File: src/rtl/spi_reg_bank_peripheral_if.sv
// rtl/spi_reg_bank_peripheral_if.sv - SPI pin bundle between an external controller and the peripheral
interface spi_reg_bank_peripheral_if;
    logic sclk;
    logic copi;
    logic ncs;
    logic cipo;
    logic cipo_oe;

    modport master (
        output sclk,
        output copi,
        output ncs,
        input  cipo,
        input  cipo_oe
    );

    modport slave (
        input  sclk,
        input  copi,
        input  ncs,
        output cipo,
        output cipo_oe
    );
endinterface

File: src/rtl/spi_reg_bank_peripheral.sv
// rtl/spi_reg_bank_peripheral.sv - SPI mode-0 peripheral with register bank, readback and frame error counter
module spi_reg_bank_peripheral #(
    parameter int NUM_REGS    = 5,
    parameter int DATA_W      = 8,
    parameter int ADDR_W      = 7,
    parameter int SYNC_STAGES = 2
) (
    input  logic                       clk,
    input  logic                       rst_n,
    spi_reg_bank_peripheral_if.slave   spi,
    output logic [NUM_REGS*DATA_W-1:0] regs_flat,
    output logic                       wr_pulse,
    output logic [ADDR_W-1:0]          wr_addr,
    output logic [7:0]                 err_count
);
    localparam int CMD_BITS = 1 + ADDR_W;
    localparam int FRAME    = CMD_BITS + DATA_W;
    localparam int CNT_W    = $clog2(FRAME + 2);

    typedef enum logic [1:0] {
        S_IDLE,
        S_CMD,
        S_DATA,
        S_DISCARD
    } state_t;

    // Synchronisers and edge-detect history
    logic [SYNC_STAGES-1:0] sclk_sync_q, sclk_sync_d;
    logic [SYNC_STAGES-1:0] copi_sync_q, copi_sync_d;
    logic [SYNC_STAGES-1:0] ncs_sync_q,  ncs_sync_d;
    logic                   sclk_hist_q, sclk_hist_d;
    logic                   ncs_hist_q,  ncs_hist_d;
    logic                   sclk_s, copi_s, ncs_s;
    logic                   sclk_rise, sclk_fall, ncs_rise, ncs_fall;

    // Frame engine state
    state_t                 state_q, state_d;
    logic [CNT_W-1:0]       bit_cnt_q, bit_cnt_d;
    logic [FRAME-1:0]       shift_q, shift_d;
    logic [DATA_W-1:0]      shadow_q, shadow_d;
    logic                   rw_q, rw_d;
    logic                   cipo_q, cipo_d;

    // Register bank and status
    logic [DATA_W-1:0]      regs_q [NUM_REGS];
    logic [DATA_W-1:0]      regs_d [NUM_REGS];
    logic                   wr_pulse_q, wr_pulse_d;
    logic [ADDR_W-1:0]      wr_addr_q, wr_addr_d;
    logic [7:0]             err_count_q, err_count_d;

    // Decoded views of the shift register
    logic [FRAME-1:0]       shift_in;
    logic                   frame_rw;
    logic [ADDR_W-1:0]      frame_addr;
    logic [DATA_W-1:0]      frame_data;
    logic                   frame_len_ok;
    logic                   frame_addr_ok;
    logic [DATA_W-1:0]      cmd_rd_value;

    // Shift the async pins through the synchroniser chains
    always_comb begin
        sclk_sync_d = {sclk_sync_q[SYNC_STAGES-2:0], spi.sclk};
        copi_sync_d = {copi_sync_q[SYNC_STAGES-2:0], spi.copi};
        ncs_sync_d  = {ncs_sync_q[SYNC_STAGES-2:0],  spi.ncs};
        sclk_hist_d = sclk_sync_q[SYNC_STAGES-1];
        ncs_hist_d  = ncs_sync_q[SYNC_STAGES-1];
    end

    // Synchroniser registers; idle bus levels on reset so no edge is seen
    always_ff @(posedge clk or negedge rst_n) begin
        if (!rst_n) begin
            sclk_sync_q <= '0;
            copi_sync_q <= '0;
            ncs_sync_q  <= '1;
            sclk_hist_q <= 1'b0;
            ncs_hist_q  <= 1'b1;
        end else begin
            sclk_sync_q <= sclk_sync_d;
            copi_sync_q <= copi_sync_d;
            ncs_sync_q  <= ncs_sync_d;
            sclk_hist_q <= sclk_hist_d;
            ncs_hist_q  <= ncs_hist_d;
        end
    end

    assign sclk_s    = sclk_sync_q[SYNC_STAGES-1];
    assign copi_s    = copi_sync_q[SYNC_STAGES-1];
    assign ncs_s     = ncs_sync_q[SYNC_STAGES-1];
    assign sclk_rise =  sclk_s & ~sclk_hist_q;
    assign sclk_fall = ~sclk_s &  sclk_hist_q;
    assign ncs_rise  =  ncs_s  & ~ncs_hist_q;
    assign ncs_fall  = ~ncs_s  &  ncs_hist_q;

    // Decode the collected frame and look up the readback value for the command just completing
    always_comb begin
        shift_in      = {shift_q[FRAME-2:0], copi_s};
        frame_rw      = shift_q[FRAME-1];
        frame_addr    = shift_q[DATA_W +: ADDR_W];
        frame_data    = shift_q[DATA_W-1:0];
        frame_len_ok  = (bit_cnt_q == CNT_W'(FRAME));
        frame_addr_ok = 1'b0;
        cmd_rd_value  = '0;
        for (int i = 0; i < NUM_REGS; i++) begin
            if (frame_addr == ADDR_W'(i)) begin
                frame_addr_ok = 1'b1;
            end
            if (shift_in[ADDR_W-1:0] == ADDR_W'(i)) begin
                cmd_rd_value = regs_q[i];
            end
        end
    end

    // Frame FSM: ncs edges take priority over sclk edges in the same clk
    always_comb begin
        state_d     = state_q;
        bit_cnt_d   = bit_cnt_q;
        shift_d     = shift_q;
        shadow_d    = shadow_q;
        rw_d        = rw_q;
        cipo_d      = cipo_q;
        regs_d      = regs_q;
        wr_pulse_d  = 1'b0;
        wr_addr_d   = wr_addr_q;
        err_count_d = err_count_q;

        if (ncs_rise) begin
            state_d = S_IDLE;
            cipo_d  = 1'b0;
            // A rise seen in IDLE has no fall behind it (e.g. after reset) and is ignored
            if (state_q != S_IDLE) begin
                if (frame_len_ok && frame_addr_ok) begin
                    if (frame_rw) begin
                        for (int i = 0; i < NUM_REGS; i++) begin
                            if (frame_addr == ADDR_W'(i)) begin
                                regs_d[i] = frame_data;
                            end
                        end
                        wr_addr_d  = frame_addr;
                        wr_pulse_d = 1'b1;
                    end
                end else if (err_count_q != 8'hFF) begin
                    err_count_d = err_count_q + 8'd1;
                end
            end
        end else if (ncs_fall) begin
            if (state_q == S_IDLE) begin
                state_d   = S_CMD;
                bit_cnt_d = '0;
                shift_d   = '0;
                shadow_d  = '0;
                rw_d      = 1'b0;
                cipo_d    = 1'b0;
            end
        end else if (sclk_rise) begin
            case (state_q)
                S_CMD: begin
                    shift_d   = shift_in;
                    bit_cnt_d = bit_cnt_q + CNT_W'(1);
                    if (bit_cnt_q == CNT_W'(CMD_BITS - 1)) begin
                        state_d  = S_DATA;
                        rw_d     = shift_in[CMD_BITS-1];
                        shadow_d = shift_in[CMD_BITS-1] ? '0 : cmd_rd_value;
                    end
                end
                S_DATA: begin
                    if (bit_cnt_q == CNT_W'(FRAME)) begin
                        // Overrun: the count moves past FRAME so the commit check rejects it
                        state_d   = S_DISCARD;
                        bit_cnt_d = CNT_W'(FRAME + 1);
                        cipo_d    = 1'b0;
                    end else begin
                        shift_d   = shift_in;
                        bit_cnt_d = bit_cnt_q + CNT_W'(1);
                    end
                end
                default: ;
            endcase
        end else if (sclk_fall) begin
            if (state_q == S_DATA && !rw_q) begin
                cipo_d   = shadow_q[DATA_W-1];
                shadow_d = {shadow_q[DATA_W-2:0], 1'b0};
            end
        end
    end

    // Frame engine, register bank and status registers
    always_ff @(posedge clk or negedge rst_n) begin
        if (!rst_n) begin
            state_q     <= S_IDLE;
            bit_cnt_q   <= '0;
            shift_q     <= '0;
            shadow_q    <= '0;
            rw_q        <= 1'b0;
            cipo_q      <= 1'b0;
            for (int i = 0; i < NUM_REGS; i++) begin
                regs_q[i] <= '0;
            end
            wr_pulse_q  <= 1'b0;
            wr_addr_q   <= '0;
            err_count_q <= '0;
        end else begin
            state_q     <= state_d;
            bit_cnt_q   <= bit_cnt_d;
            shift_q     <= shift_d;
            shadow_q    <= shadow_d;
            rw_q        <= rw_d;
            cipo_q      <= cipo_d;
            regs_q      <= regs_d;
            wr_pulse_q  <= wr_pulse_d;
            wr_addr_q   <= wr_addr_d;
            err_count_q <= err_count_d;
        end
    end

    // Flatten the register bank for downstream config blocks
    always_comb begin
        regs_flat = '0;
        for (int i = 0; i < NUM_REGS; i++) begin
            regs_flat[i*DATA_W +: DATA_W] = regs_q[i];
        end
    end

    assign spi.cipo    = cipo_q;
    assign spi.cipo_oe = ~ncs_s;
    assign wr_pulse    = wr_pulse_q;
    assign wr_addr     = wr_addr_q;
    assign err_count   = err_count_q;
endmodule

File: src/flat_wrapper.sv
// flat-port wrapper written by rule: the top's interface ports become plain ports
module spi_reg_bank_peripheral_flat 
#(
    parameter int NUM_REGS    = 5,
    parameter int DATA_W      = 8,
    parameter int ADDR_W      = 7,
    parameter int SYNC_STAGES = 2
)
  (clk, rst_n, regs_flat, wr_pulse, wr_addr, err_count, spi_sclk, spi_copi, spi_ncs, spi_cipo, spi_cipo_oe);
  spi_reg_bank_peripheral_if spi_i ();
  input  logic clk;
  input  logic rst_n;
  output logic [NUM_REGS*DATA_W-1:0] regs_flat;
  output logic wr_pulse;
  output logic [ADDR_W-1:0] wr_addr;
  output logic [7:0] err_count;
  input wire logic [$bits(spi_i.sclk)-1:0] spi_sclk;
  input wire logic [$bits(spi_i.copi)-1:0] spi_copi;
  input wire logic [$bits(spi_i.ncs)-1:0] spi_ncs;
  output wire logic [$bits(spi_i.cipo)-1:0] spi_cipo;
  output wire logic [$bits(spi_i.cipo_oe)-1:0] spi_cipo_oe;
  assign spi_i.sclk = spi_sclk;
  assign spi_i.copi = spi_copi;
  assign spi_i.ncs = spi_ncs;
  assign spi_cipo = spi_i.cipo;
  assign spi_cipo_oe = spi_i.cipo_oe;
  spi_reg_bank_peripheral #(.NUM_REGS(NUM_REGS), .DATA_W(DATA_W), .ADDR_W(ADDR_W), .SYNC_STAGES(SYNC_STAGES)) u_core (.clk(clk), .rst_n(rst_n), .spi(spi_i), .regs_flat(regs_flat), .wr_pulse(wr_pulse), .wr_addr(wr_addr), .err_count(err_count));
endmodule
File: config.mk
export PLATFORM = sky130hd
export DESIGN_NAME = spi_reg_bank_peripheral_flat
export DESIGN_NICKNAME = d
export VERILOG_FILES = /design/src/rtl/spi_reg_bank_peripheral_if.sv /design/src/rtl/spi_reg_bank_peripheral.sv /design/src/flat_wrapper.sv
export SDC_FILE = /design/constraint.sdc
export NUM_CORES = 1
export LEC_CHECK = 0
export BUFFER_PORTS_ARGS = -buffer_cell sky130_fd_sc_hd__buf_4
export CAP_MARGIN = 20
export CORE_UTILIZATION = 55
export CTS_CLUSTER_DIAMETER = 60
export DETAILED_ROUTE_END_ITERATION = 8
export PLACE_DENSITY_LB_ADDON = 0.1
export SLEW_MARGIN = 0
export SYNTH_ARGS = -nofsm -noshare
export SYNTH_HDL_FRONTEND = slang
export SYNTH_SLANG_ARGS = --single-unit
File: constraint.sdc
create_clock -name clk -period 3.8 [get_ports clk]
set_input_delay 0.76 -clock clk [delete_from_list [all_inputs] [get_ports clk]]
set_output_delay 0.76 -clock clk [all_outputs]
set_load 0.03 [all_outputs]
* After elaboration in Yosys (flattened, before gate mapping)
Cells that the tools add are included.
** Storage, ports and cells
- Memories kept :: 0
- Input bits :: 5
- Bits in latches :: 0
- Flip-flop bits (word level) :: 97
- Memory bits (read-only) :: 0
- Logic and storage cells :: 134
- RAM bits :: 0
- Output and inout bits :: 58
** Operators by class
- Div/mod/pow operators :: 0
- $lt $le $gt $ge :: 0
- Multiply operators :: 0
- Add/sub/neg operators :: 2
- Muxes and demuxes :: 51
- Bitwise gates (word level) :: 10
- Reductions and logical operators :: 30
- Equality and inequality tests :: 22
- Shift-type cells :: 0
** Operators with widths (count)
- 8-bit 2-to-1 mux :: 13
- 16-bit 2-to-1 mux :: 4
- 5-bit AND reduction :: 9
- 16-bit one-hot mux with 2 select lines :: 1
- 7-bit by 2-bit equality test with 1-bit output (second input constant) :: 4
- 1-bit 2-to-1 mux :: 21
- 5-bit 2-to-1 mux :: 4
- 7-bit by 1-bit equality test with 1-bit output (second input constant) :: 2
- 7-bit by 3-bit equality test with 1-bit output (second input constant) :: 2
- 7-bit logical NOT :: 2
- 2-bit 2-to-1 mux :: 6
- 4-bit AND reduction :: 3
- 3-bit nonzero test :: 4
- 4-bit nonzero test :: 3
- 5-bit one-hot mux with 2 select lines :: 1
- 8-bit by 1-bit adder with 8-bit output (second input constant) :: 1
- 4-bit by 1-bit != test with 1-bit output (second input constant) :: 2
- 4-bit != test (second input constant) :: 2
- 8-bit != test (second input constant) :: 1
- 2-bit nonzero test :: 4
- 3-bit by 2-bit != test with 1-bit output (second input constant) :: 2
- 3-bit != test (second input constant) :: 2
- 1-bit NOT :: 6
- 6-bit AND reduction :: 1
- 11 further kinds :: 15

* Depth between registers and ports, before layout
- Depth in word-level cells :: 11
- Mapped depth :: 8
- Gate-level depth less buffers :: 7

* Least setup slack after synthesis
OpenSTA, ideal clock, no wires.
- Kind :: flip-flop to flip-flop
- Start :: register u_core.ncs_sync_q[1]
- End :: register u_core.shadow_q[0]
- Data arrival time :: 2209 ps
- Buffers on the path :: 1
- Setup slack :: 1496 ps
- Cell stages (with the launch flop) :: 7
- Clock period less this slack :: 2304 ps
- Library setup time :: 95 ps
- Data required time :: 3705 ps
- Cells stage by stage :: dfstp_2 inv_1 ha_1 or3b_2 or4_1 clkbuf_1 o31ai_1
** On the way
- Cells in the longest elaborated chain, start to end :: 4
- Elaborated cells between the ends (all ways) :: 11
- Those cells by class :: 3 x eq/ne; 1 x mux; 4 x bitwise; 3 x reduce/logical
** RTL lines
- start: declaration :: line spi_reg_bank_peripheral.sv:30 : logic [SYNC_STAGES-1:0] ncs_sync_q, ncs_sync_d;
- start signal: assignment :: line spi_reg_bank_peripheral.sv:80 : ncs_sync_q <= ncs_sync_d;
- 1-bit NOT (*)
- net spi_cipo_oe :: line flat_wrapper.sv:21 : output wire logic [$bits(spi_i.cipo_oe)-1:0] spi_cipo_oe;
- 1-bit AND (*) :: line spi_reg_bank_peripheral.sv:92 : assign ncs_fall = ~ncs_s & ncs_hist_q;
- 3-bit != test (no source line), or another cell as far along
- 6-bit AND reduction (no source line)
- end signal: assignment :: line spi_reg_bank_peripheral.sv:205 : shadow_q <= shadow_d;
- end: declaration :: line spi_reg_bank_peripheral.sv:40 : logic [DATA_W-1:0] shadow_q, shadow_d;
The timed path passes the listed nets; every way through them passes the cells marked *.
A chain may end at the register's enable or synchronous reset.

* Worst setup path in the final report
- Start :: register u_core.ncs_sync_q[1]
- End :: register u_core.regs_q, in the netlist u_core.regs_flat[22]
** On the way
- Cells in the longest elaborated chain, start to end :: 2
** RTL lines
- 1-bit AND :: line spi_reg_bank_peripheral.sv:91 : assign ncs_rise = ncs_s & ~ncs_hist_q;
- 5-bit AND reduction (no source line)
- end signal: assignment :: line spi_reg_bank_peripheral.sv:208 : regs_q <= regs_d;
- end: declaration :: line spi_reg_bank_peripheral.sv:45 : logic [DATA_W-1:0] regs_q [NUM_REGS];
No other way between the ends.

==> impl_metrics.env <==
export IMPL_firstDrtPassIters=4
export IMPL_synth_area_top_cells="dfrtp_1, mux2_2, a22o_1"
export IMPL_critPathLaunch="u_core.ncs_sync_q[1]"
export IMPL_io_pins=63
export IMPL_ys_warn_count=0
export IMPL_slew_violations=0
export IMPL_post_cts_resized=0
export IMPL_placed_area_um2=5010
export IMPL_start_util_pct=57.4
export IMPL_vias_per_cell=5.96
export IMPL_min_period_ns=2.60
export IMPL_die_area_um2=8470
export IMPL_fmax_ghz=0.385
export IMPL_grt_util_all_layers_pct=25.4
export IMPL_area_growth_pct=16.8
export IMPL_antenna_found_initial=0
export IMPL_fin_nets=440
export IMPL_clkTransAtPathRegs_ns=0.10
export IMPL_dieHeight_um=92.0
export IMPL_drive_above_1_share_pct=30.7
export IMPL_cp_required_ns=4.06
export IMPL_core_area_um2=7770
export IMPL_synth_top_area_share_pct=52.7
export IMPL_critPathKind="flip-flop to flip-flop"
export IMPL_htreeDepth=3
export IMPL_fin_cells=532
export IMPL_finalCritPeriodShare_pct=68.4
export IMPL_place_gp_congestion=0.783
export IMPL_mostFrequentLayoutCells="dfrtp_1, buf_4, mux2_2, nand2_1, a22o_1"
export IMPL_fillCellCount=652
export IMPL_cp_arrival_ns=2.86
export IMPL_relSlewSlack_pct=41.8
export IMPL_crit_path_start_kind="flip-flop"
export IMPL_ir_worst_vdd_uv=252
export IMPL_cts_sinks=97
export IMPL_synthesis_nets=380
export IMPL_drt_wirelength_per_cell_um=18.1
export IMPL_worstSkewPairLatency_ns=0.37
export IMPL_final_common_cell="dfrtp_1"
export IMPL_port_buffers=62
export IMPL_r2r_start="u_core.ncs_sync_q[1]"
export IMPL_async_flop_share_pct=100
export IMPL_drv_cap=0
export IMPL_ys_flop_type="dfrtp_1"
export IMPL_setup_tns_ns=0
export IMPL_num_vias=3171
export IMPL_finalHoldViolCount=0
export IMPL_critPathMaxFanout=13
export IMPL_cts_hold_buf=0
export IMPL_ys_seq_area_share_pct=54.5
export IMPL_multiInputGateArea_um2=1910
export IMPL_grt_max_degree=44
export IMPL_clock_root_buffer="clkbuf_8"
export IMPL_clockBufferDepth=2
export IMPL_max_slew_worst_pin_slew_ns=0.868
export IMPL_cts_tree="done"
export IMPL_remaining_drc_errors=0
export IMPL_power_density_nw_per_um2=476
export IMPL_finClkSkew_ns=0.0150
export IMPL_power_mw=2.48
export IMPL_final_area_um2=5210
export IMPL_drt_iter0_markers=116
export IMPL_syn_avg_cell_area_um2=12.2
export IMPL_yosysTopAreaCell="dfrtp_1"
export IMPL_ant_nets=0
export IMPL_cts_setup_buffers=0
export IMPL_rsz0062_at_grt="no"
export IMPL_grt_pass1_vias=3272
export IMPL_numCtsBuffers=9
export IMPL_seqCellArea_um2=2430
export IMPL_worst_hold_slack_ns=0.266
export IMPL_min_path_type="input port to async pin"
export IMPL_setup_violations=0
export IMPL_grt_pass1_wl_um=16500
export IMPL_leakage_nw=2.57
export IMPL_diodes=0
export IMPL_dp_cells=516
export IMPL_end_kind="flip-flop"
export IMPL_synth_distinct_cells=51
export IMPL_synth_edf_count=0
export IMPL_std_cell_rows=32
export IMPL_syn_inst=365
export IMPL_hpwl_um=6650
export IMPL_syn_area_um2=4460
export IMPL_finalWirelength_um=9620
export IMPL_ys_ff_latch=97
export IMPL_dieWidth_um=92.0
export IMPL_status="finished, final reports clean"
export IMPL_overflow=0
[per-layer routing]
layer	track usage (%)	vias up	share of wire, %
met5	0	-	0
met4	9.11	0	1.8
met3	5.31	14	3.5
met2	41.5	71	49
met1	33.5	1606	46
li1	-	1480	-
[kinds of logic (layout without fill, tap and decap cells)]
| logic type | after synthesis | after routing | share of synthesized area [%] |
|---|---|---|---|
| buffers and inverters | 29 | 94 | 2.58 |
| xor gates and xnor gates | 7 | 7 | 1.37 |
| muxes | 50 | 50 | 13.3 |
| adders and majority gates | 10 | 10 | 2.81 |
| and+or+nand+nor | 94 | 94 | 12.1 |
| DFF | 97 | 97 | 54.5 |
| AOI/OAI and AO/OA | 78 | 78 | 13.2 |
[layout make-up]
type / instances / share of cell area (%)
Inverter: 13 / 1.03
Sequential cell: 97 / 46.7
Tap cell: 102 / 2.45
Timing Repair Buffer: 65 / 9.37
Multi-Input combinational cell: 239 / 36.7
Clock inverter: 5 / 1.23
Clock buffer: 11 / 2.52
[synthesized netlist by cell type (5+ instances only)]
cell type	n
inv_1	12
a22o_1	18
mux2_4	8
mux2_2	33
nor3_1	10
clkbuf_1	15
nand4_1	8
nor2_1	14
a2bb2oi_1	7
o211ai_1	8
nand2_1	19
xor2_1	6
mux2i_1	8
o21ai_0	17
o32a_1	6
dfrtp_1	94
nand3_1	8
ha_1	10
a21oi_1	7
and2_1	5
[power by group]
part | switching [mW] | internal, mW | total [mW]
registers | 0.171 | 1.11 | 1.28
logic | 0.300 | 0.223 | 0.523
clock network | 0.362 | 0.310 | 0.671
[path summary, 6_finish.rpt]
| kind | to | slack (ns) | cells after the start |
|---|---|---|---|
| max in group asynchronous | u_core.regs_flat[36] | 2.69 | 2 |
| max reg2reg | u_core.regs_flat[22] | 1.20 | 5 |
| max | u_core.regs_flat[22] | 1.20 | 5 |
| min reg2reg | u_core.sclk_sync_q[1] | 0.33 | 0 |
| min in group clk | u_core.sclk_sync_q[1] | 0.33 | 0 |
| min | u_core.sclk_hist_q | 0.27 | 1 |
[registers in the layout (all words and copies together), names as in the netlist]
register	cells
u_core.copi_sync_q	2
u_core.regs_flat	40
u_core.sclk_sync_q	2
u_core.ncs_hist_q	1
u_core.shadow_q	8
u_core.state_q	2
u_core.bit_cnt_q	5
u_core.sclk_hist_q	1
u_core.err_count	8
u_core.spi.cipo	1
u_core.rw_q	1
u_core.ncs_sync_q	2
u_core.shift_q	16
u_core.wr_pulse	1
u_core.wr_addr	7
[critical path, stage by stage (launching register included)]
cell	delay (ns)
dfstp_2	0.56
ha_1	0.43
nand3b_1	0.17
nor4_2	0.40
nand3b_1	0.50
mux2_2	0.44
[metrics by stage]
stage                     setup slack (ns)  util (%)
final                                 1.20      67.1
after global routing                 0.970      67.1
after CTS                             1.18      67.1
after detailed placement              1.20      64.5
after global placement                1.30      64.5
after floorplan                       1.50         -
No activity file was read; power rests on OpenSTA's default activity.
